==> src/rtl/rgb_ctrl_sequencer_if.sv <==
// Front-panel bundle: raw panel/timing inputs toward the sequencer and the
// committed control outputs toward the pixel processor.
interface rgb_ctrl_sequencer_if;
   logic       key_level_n;
   logic       key_bright_n;
   logic       key_chan_n;
   logic       demo_en;
   logic       vsync_n;
   logic [1:0] ctrl_level;
   logic       bright_en;
   logic       r_en;
   logic       g_en;
   logic       b_en;
   logic       update_pulse;
   logic       pending;

   modport master (
      output key_level_n, key_bright_n, key_chan_n, demo_en, vsync_n,
      input  ctrl_level, bright_en, r_en, g_en, b_en, update_pulse, pending
   );

   modport slave (
      input  key_level_n, key_bright_n, key_chan_n, demo_en, vsync_n,
      output ctrl_level, bright_en, r_en, g_en, b_en, update_pulse, pending
   );
endinterface

==> src/rtl/rgb_ctrl_sequencer.sv <==
// Debounces three panel keys into shadow settings and commits them to the
// pixel-processor controls only at a frame start; optional demo auto-stepping.
module rgb_ctrl_sequencer #(
   parameter int DEBOUNCE_CYCLES = 250000,
   parameter int DEMO_FRAMES     = 60
) (
   input logic                 clk,
   input logic                 reset_n,
   rgb_ctrl_sequencer_if.slave bus
);
   localparam int DB_W = (DEBOUNCE_CYCLES > 1) ? $clog2(DEBOUNCE_CYCLES) : 1;
   localparam int FR_W = (DEMO_FRAMES > 1) ? $clog2(DEMO_FRAMES) : 1;
   localparam logic [DB_W-1:0] DB_LAST = DB_W'(DEBOUNCE_CYCLES - 1);
   localparam logic [FR_W-1:0] FR_LAST = FR_W'(DEMO_FRAMES - 1);

   // Bit map: 0 level key, 1 bright key, 2 chan key, 3 demo_en, 4 vsync_n
   logic [4:0] raw;
   logic [4:0] sync1_reg, sync2_reg;
   logic [2:0] press;

   assign raw = {bus.vsync_n, bus.demo_en, bus.key_chan_n, bus.key_bright_n, bus.key_level_n};

   always_ff @(posedge clk or negedge reset_n) begin
      if (!reset_n) begin
         sync1_reg <= '1;
         sync2_reg <= '1;
      end else begin
         sync1_reg <= raw;
         sync2_reg <= sync1_reg;
      end
   end

   generate
      for (genvar gi = 0; gi < 3; gi++) begin : g_debounce
         logic [DB_W-1:0] cnt_reg;
         logic            stable_reg;
         logic            press_reg;

         // A stable flip that starts from 1 is by definition a press.
         always_ff @(posedge clk or negedge reset_n) begin
            if (!reset_n) begin
               cnt_reg    <= '0;
               stable_reg <= 1'b1;
               press_reg  <= 1'b0;
            end else begin
               press_reg <= 1'b0;
               if (sync2_reg[gi] == stable_reg) begin
                  cnt_reg <= '0;
               end else if (cnt_reg == DB_LAST) begin
                  cnt_reg    <= '0;
                  stable_reg <= sync2_reg[gi];
                  press_reg  <= stable_reg;
               end else begin
                  cnt_reg <= cnt_reg + 1'b1;
               end
            end
         end

         assign press[gi] = press_reg;
      end
   endgenerate

   logic            vsync_prev_reg;
   logic            frame_start;
   logic            demo_s;
   logic [FR_W-1:0] frame_cnt_reg;
   logic            demo_step;

   assign demo_s      = sync2_reg[3];
   assign frame_start = vsync_prev_reg & ~sync2_reg[4];
   assign demo_step   = demo_s & frame_start & (frame_cnt_reg == FR_LAST);

   always_ff @(posedge clk or negedge reset_n) begin
      if (!reset_n) begin
         vsync_prev_reg <= 1'b1;
         frame_cnt_reg  <= '0;
      end else begin
         vsync_prev_reg <= sync2_reg[4];
         if (!demo_s)
            frame_cnt_reg <= '0;
         else if (frame_start)
            frame_cnt_reg <= (frame_cnt_reg == FR_LAST) ? '0 : frame_cnt_reg + 1'b1;
      end
   end

   logic [1:0] level_sh_reg, level_sh_next, level_reg;
   logic       bright_sh_reg, bright_sh_next, bright_reg;
   logic [2:0] mask_sh_reg, mask_sh_next, mask_reg;
   logic       pending_reg, pending_next;
   logic       update_reg;
   logic       commit;

   always_comb begin
      level_sh_next  = 2'(level_sh_reg + {1'b0, press[0]} + {1'b0, demo_step});
      bright_sh_next = bright_sh_reg ^ press[1];
      mask_sh_next   = mask_sh_reg;
      if (press[2]) begin
         case (mask_sh_reg)
            3'b111:  mask_sh_next = 3'b100;
            3'b100:  mask_sh_next = 3'b010;
            3'b010:  mask_sh_next = 3'b001;
            default: mask_sh_next = 3'b111;
         endcase
      end
      commit       = frame_start & pending_reg;
      // An event landing in a commit cycle keeps the flag set for the next frame.
      pending_next = (|press) | demo_step | (pending_reg & ~commit);
   end

   always_ff @(posedge clk or negedge reset_n) begin
      if (!reset_n) begin
         level_sh_reg  <= 2'd0;
         bright_sh_reg <= 1'b0;
         mask_sh_reg   <= 3'b111;
         level_reg     <= 2'd0;
         bright_reg    <= 1'b0;
         mask_reg      <= 3'b111;
         pending_reg   <= 1'b0;
         update_reg    <= 1'b0;
      end else begin
         level_sh_reg  <= level_sh_next;
         bright_sh_reg <= bright_sh_next;
         mask_sh_reg   <= mask_sh_next;
         pending_reg   <= pending_next;
         update_reg    <= commit;
         if (commit) begin
            level_reg  <= level_sh_reg;
            bright_reg <= bright_sh_reg;
            mask_reg   <= mask_sh_reg;
         end
      end
   end

   assign bus.ctrl_level   = level_reg;
   assign bus.bright_en    = bright_reg;
   assign bus.r_en         = mask_reg[2];
   assign bus.g_en         = mask_reg[1];
   assign bus.b_en         = mask_reg[0];
   assign bus.update_pulse = update_reg;
   assign bus.pending      = pending_reg;
endmodule

==> src/flat_wrapper.sv <==
// flat-port wrapper written by rule: the top's interface ports become plain ports
module rgb_ctrl_sequencer_flat 
#(
   parameter int DEBOUNCE_CYCLES = 250000,
   parameter int DEMO_FRAMES     = 60
)
  (clk, reset_n, bus_key_level_n, bus_key_bright_n, bus_key_chan_n, bus_demo_en, bus_vsync_n, bus_ctrl_level, bus_bright_en, bus_r_en, bus_g_en, bus_b_en, bus_update_pulse, bus_pending);
  rgb_ctrl_sequencer_if bus_i ();
  input logic clk;
  input logic reset_n;
  input wire logic [$bits(bus_i.key_level_n)-1:0] bus_key_level_n;
  input wire logic [$bits(bus_i.key_bright_n)-1:0] bus_key_bright_n;
  input wire logic [$bits(bus_i.key_chan_n)-1:0] bus_key_chan_n;
  input wire logic [$bits(bus_i.demo_en)-1:0] bus_demo_en;
  input wire logic [$bits(bus_i.vsync_n)-1:0] bus_vsync_n;
  output wire logic [$bits(bus_i.ctrl_level)-1:0] bus_ctrl_level;
  output wire logic [$bits(bus_i.bright_en)-1:0] bus_bright_en;
  output wire logic [$bits(bus_i.r_en)-1:0] bus_r_en;
  output wire logic [$bits(bus_i.g_en)-1:0] bus_g_en;
  output wire logic [$bits(bus_i.b_en)-1:0] bus_b_en;
  output wire logic [$bits(bus_i.update_pulse)-1:0] bus_update_pulse;
  output wire logic [$bits(bus_i.pending)-1:0] bus_pending;
  assign bus_i.key_level_n = bus_key_level_n;
  assign bus_i.key_bright_n = bus_key_bright_n;
  assign bus_i.key_chan_n = bus_key_chan_n;
  assign bus_i.demo_en = bus_demo_en;
  assign bus_i.vsync_n = bus_vsync_n;
  assign bus_ctrl_level = bus_i.ctrl_level;
  assign bus_bright_en = bus_i.bright_en;
  assign bus_r_en = bus_i.r_en;
  assign bus_g_en = bus_i.g_en;
  assign bus_b_en = bus_i.b_en;
  assign bus_update_pulse = bus_i.update_pulse;
  assign bus_pending = bus_i.pending;
  rgb_ctrl_sequencer #(.DEBOUNCE_CYCLES(DEBOUNCE_CYCLES), .DEMO_FRAMES(DEMO_FRAMES)) u_core (.clk(clk), .reset_n(reset_n), .bus(bus_i));
endmodule
==> config.mk <==
export PLATFORM = sky130hd
export DESIGN_NAME = rgb_ctrl_sequencer_flat
export DESIGN_NICKNAME = d
export VERILOG_FILES = /design/src/rtl/rgb_ctrl_sequencer_if.sv /design/src/rtl/rgb_ctrl_sequencer.sv /design/src/flat_wrapper.sv
export SDC_FILE = /design/constraint.sdc
export NUM_CORES = 1
export LEC_CHECK = 0
export CORE_MARGIN = 2
export CORE_UTILIZATION = 33
export CTS_CLUSTER_SIZE = 30
export DETAILED_ROUTE_END_ITERATION = 6
export HOLD_SLACK_MARGIN = 0.06
export RECOVER_POWER = 100
export SYNTH_ARGS = -nofsm -noshare
export SYNTH_HDL_FRONTEND = slang
export SYNTH_SLANG_ARGS = --single-unit
==> constraint.sdc <==
create_clock -name clk -period 2.65 [get_ports clk]
set_clock_uncertainty 0.1 [all_clocks]
set_input_delay 0.3975 -clock clk [delete_from_list [all_inputs] [get_ports clk]]
set_output_delay 0.3975 -clock clk [all_outputs]
set_load 0.1 [all_outputs]
After elaboration in Yosys (flattened, before gate mapping)

Index checks and enable logic that the tools add are counted.

Bitwise logic cells: 13
Equality and inequality tests: 11
Add/subtract/negate cells: 6
Reductions and logical operators: 4
Mux-type cells: 16

Operator list:

| cell                                                | count |
|---|---|
| two-way mux 18 bit                                  | 6 |
| adder 18 x 1 -> 18 bit, second input constant       | 3 |
| equality test 18 bit, second input constant         | 3 |
| two-way mux 6 bit                                   | 3 |
| case mux 3 bit (3 select lines)                     | 1 |
| adder 6 x 1 -> 6 bit, second input constant         | 1 |
| equality test 3 bit, second input constant          | 2 |
| equality test 6 bit, second input constant          | 1 |
| two-way mux 1 bit                                   | 6 |
| AND reduction 2 bit                                 | 3 |
| bitwise AND 1 bit                                   | 5 |
| NOT 1 bit                                           | 5 |
| adder 2 x 1 -> 2 bit                                | 2 |
| equality test 1 bit                                 | 3 |
| equality test 3 x 2 -> 1 bit, second input constant | 1 |
| OR reduction 3 bit                                  | 1 |
| inequality test 2 bit, second input constant        | 1 |
| OR 1 bit                                            | 2 |
| XOR 1 bit                                           | 1 |

Logic and storage cells: 71
Input bits: 7
Register bits after elaboration: 91

Longest topological paths before layout

Depth in word-level cells: 6
Mapped depth: 6

Least setup slack after synthesis

No wires, ideal clock.

Path type: register to register
From: reg u_core.g_debounce[1].cnt_reg[13]
To: reg u_core.g_debounce[1].cnt_reg[11]
Period minus slack after synthesis: 2.106 ns
Setup time: 0.119 ns
Required time: 2.431 ns
Cell stages (with the launch flop): 6
Slack: 0.544 ns
Arrival time: 1.887 ns
Cells stage by stage: dfrtp_1 or4b_1 or4_4 o21ai_4 buf_6 nor2_1

Cells in the longest elaborated chain, start to end: 3

RTL lines:

| item                   | line                     | RTL |
|---|---|---|
| from (decl)            | rgb_ctrl_sequencer.sv:35 | `logic [DB_W-1:0] cnt_reg;` |
| from (signal assigned) | rgb_ctrl_sequencer.sv:54 | `cnt_reg <= cnt_reg + 1'b1;` |
| equality test 18 bit   | rgb_ctrl_sequencer.sv:49 | `end else if (cnt_reg == DB_LAST) begin` |
| two-way mux 18 bit     | rgb_ctrl_sequencer.sv:49 |  |
| two-way mux 18 bit     | rgb_ctrl_sequencer.sv:47 | `if (sync2_reg[gi] == stable_reg) begin` |

No other way between the ends.
A chain may end at the register's enable or synchronous reset.

Final worst setup path

From: reg u_core.g_debounce[1].cnt_reg[13]
To: reg u_core.g_debounce[1].cnt_reg[10]

Same word-level chain as after synthesis.

==> results.toml <==
[worst_setup_path]
cp_slowest_cell = "or4_1"
rrSetupSlack_ns = 0.31
crit_path_cell_trace = "or4b_1 > or4_1 > o21ai_4 > nor2_1"
worstSetupPathType = "register to register"
cpPeakStageDelay_ns = 0.60
cp.required_ns = 2.75
reg2reg_depth = 4
cp_max_fo = 18
start_kind = "register"
crit_arrival_ns = 2.44
cp-end-kind = "register"

[power_and_ir_drop]
ir_drop_v = 0.000283
clock_power_share_pct = 44.4
seq_power_share_pct = 52.7
powerDensity_mw_per_mm2 = 582
power_frac_comb_pct = 2.9
switching_share_pct = 23.2
switchingPower_uw = 633
power.static_leakage_nw = 1.87
p_int_mw = 2.09
power_mw = 2.72

[placement]
gp_congestion = 0.826
pre_cts_slack_ns = 0.348
io_buffers = 14
hpwl_um = 4970
dpl-instance-area_mm2 = 0.00446

[route]
ant_nets = 0
drc_errors = 0
routedWlPerCell_um = 12.5
drt_iter0_markers = 246
drtPass1Iterations = 4
via_count = 2837
via_per_inst = 4.92
wl_um = 7210

[timing]
finalCritPeriodShare_pct = 88.2
worst_slew_pin_slew_ns = 1.18
timing.fmax_mhz = 428
layout_setup_ws_ns = 0.312
min_period_ns = 2.34
holdWs_ns = 0.255
grt_setup_unrepaired = "no"
finalSetupTns_ns = 0
slew_headroom_pct = 21.7
finalMaxSlewViolations = 0
hold_viol_final = 0
final-setup-viol-count = 0

[floorplan]
die_y_um = 116
start_util_pct = 34.0
core_area_mm2 = 0.0121
ioPinCount = 15
design.die.area_mm2 = 0.0134
die_w_um = 116
num_rows = 40

[clock_network]
cts_hold_buf = 1
cts_tree = "done"
cts.htree.levels = 3
cts_setup_buffers = 0
clkTransAtPathRegs_ns = 0.06
clk_latency_ns = 0.35
cts_resized = 0
clockBufferDepth = 2
cts_buffers = 9
clock_sinks = 91
root_buffer = "clkbuf_16"

[grt]
track_usage_pct = 11.7
gr-total-overflow = 0
grt_pass1_vias = 2736
grt_max_degree = 48
grt_pass1_wl_um = 12600
grt_antenna_before_repair = 0

[yosys]
netlist_area_mm2 = 0.00412
synth_area_per_cell_um2 = 10.8
ys_seq_elements = 91
ys.warnings.count = 0
ys_types = 40
syn_inst = 380
yosysSeqAreaShare_pct = 55.9
syn-num-nets = 392

[job]
drv_cap = 0

[finish]
final_area_mm2 = 0.00468
diodes = 0
syn_to_final_growth_pct = 13.6
fillers = 1218
largest_reg_flops = 54
finalNetCount = 416
drive_gt1_share_pct = 11.2

[outcome]
status = "finished, final reports clean"

[hold_path]
min_path_type = "register to register"
holdPathStages = 0
==> layer usage <==
layer / track usage (%) / vias to the layer above / part of all wire (%)
met5: 0 / - / 0
met4: 7.22 / 0 / 2.4
met3: 1.67 / 12 / 2.0
met2: 18.2 / 35 / 46
met1: 15.5 / 1386 / 50
li1: - / 1404 / -
==> layout make-up <==
class | instances | area (um^2) | area share, %
clock inverter | 7 | 61.3 | 1.31
sequential | 91 | 2300 | 49.2
multi-input combinational | 274 | 1740 | 37.1
inverter | 8 | 30.0 | 0.641
timing repair buffer | 20 | 118 | 2.51
tap | 168 | 210 | 4.49
clock buffer | 9 | 225 | 4.81
==> worst max-delay path: cells and delay by family, from the launching register on <==
kind / cells / cell delay (ns)
AND/OR/NAND/NOR: 3 / 1.24
flip-flops: 1 / 0.44
AO/OA/AOI/OAI: 1 / 0.43
==> logic make-up after synthesis <==
kind of cell | after synthesis | synth area share (%)
compound gates | 35 | 5.68
buf+inv | 15 | 1.55
flops | 91 | 55.9
simple gates | 179 | 23.0
fa+ha+maj | 5 | 1.70
mux | 8 | 2.19
xor+xnor | 47 | 9.99
==> placed cells by master, fill, tap and decap left out, types with 3 or more instances in the layout <==
cell,instances
nand4_1,21
nor3_1,8
inv_1,8
nor2_1,53
and4_1,8
clkbuf_1,12
or3_1,11
a21oi_1,11
ha_1,4
mux2_2,8
o21ai_0,11
a21boi_0,5
dlygate4sd3_1,6
nor4_1,9
nand3_1,24
clkbuf_16,9
xnor2_1,27
nor3b_1,3
and3_1,7
dfstp_2,18
nand2b_1,3
nand2_1,18
or4_1,5
dfrtp_1,71
clkinv_4,3
xor2_1,20
==> power groups by stage <==
stage	Combinational, mW	Sequential, mW	Clock, mW
4_1_cts	0.0911	1.44	1.25
2_1_floorplan	0.0377	1.46	0
3_3_place_gp	0.0872	1.46	0
5_1_grt	0.0931	1.44	1.31
3_5_place_dp	0.0897	1.46	0
6_report	0.0781	1.44	1.21
==> cells in the mapped netlist <==
library cell | count | share of area (%)
nand4_1 | 21 | 3.2
dfstp_2 | 20 | 13
nand2_1 | 18 | 1.6
o31ai_1 | 1 | 0.18
and4_1 | 8 | 1.7
or4_4 | 1 | 0.27
o22ai_1 | 1 | 0.15
nor2b_1 | 1 | 0.15
o41ai_2 | 2 | 0.79
nor4_1 | 9 | 1.4
buf_6 | 1 | 0.27
nand3b_1 | 2 | 0.36
or2b_1 | 1 | 0.18
o211ai_1 | 1 | 0.18
inv_1 | 8 | 0.73
or2_2 | 1 | 0.15
o21ai_4 | 1 | 0.39
nor4b_1 | 2 | 0.43
o21a_1 | 1 | 0.18
nor3_1 | 8 | 0.97
dfrtp_1 | 71 | 43
nand2b_1 | 3 | 0.46
nor3b_1 | 3 | 0.55
nand3_1 | 24 | 2.9
clkbuf_1 | 6 | 0.55
a2111oi_0 | 1 | 0.21
xor2_1 | 20 | 4.3
or4b_1 | 1 | 0.24
and2_1 | 1 | 0.15
mux2_2 | 8 | 2.2
ha_1 | 4 | 1.2
and3_1 | 7 | 1.1
xnor2_1 | 27 | 5.7
nor2_1 | 53 | 4.8
or3_1 | 11 | 1.7
or4_1 | 4 | 0.73
o21ai_0 | 11 | 1.3
a21oi_1 | 11 | 1.3
a21boi_0 | 5 | 0.91
fa_1 | 1 | 0.49
==> metrics by stage <==
step / instances / util, %
after detailed placement: 560 / 36.9
after global placement: 560 / 36.9
after global routing: 577 / 38.7
after floorplan: 380 / -
final: 577 / 38.7
after CTS: 577 / 39.3
==> worst paths after layout <==
kind | to | from
worst max-delay path | u_core.g_debounce[1].cnt_reg[10] | u_core.g_debounce[1].cnt_reg[13]
worst min-delay path | u_core.sync2_reg[1] | u_core.sync1_reg[1]
worst max register to register | u_core.g_debounce[1].cnt_reg[10] | u_core.g_debounce[1].cnt_reg[13]
worst min register to register | u_core.sync2_reg[1] | u_core.sync1_reg[1]
max in group asynchronous | u_core.g_debounce[0].cnt_reg[13] | reset_n
min in group asynchronous | u_core.g_debounce[2].cnt_reg[17] | reset_n
Power figures use the tool's default switching activity.
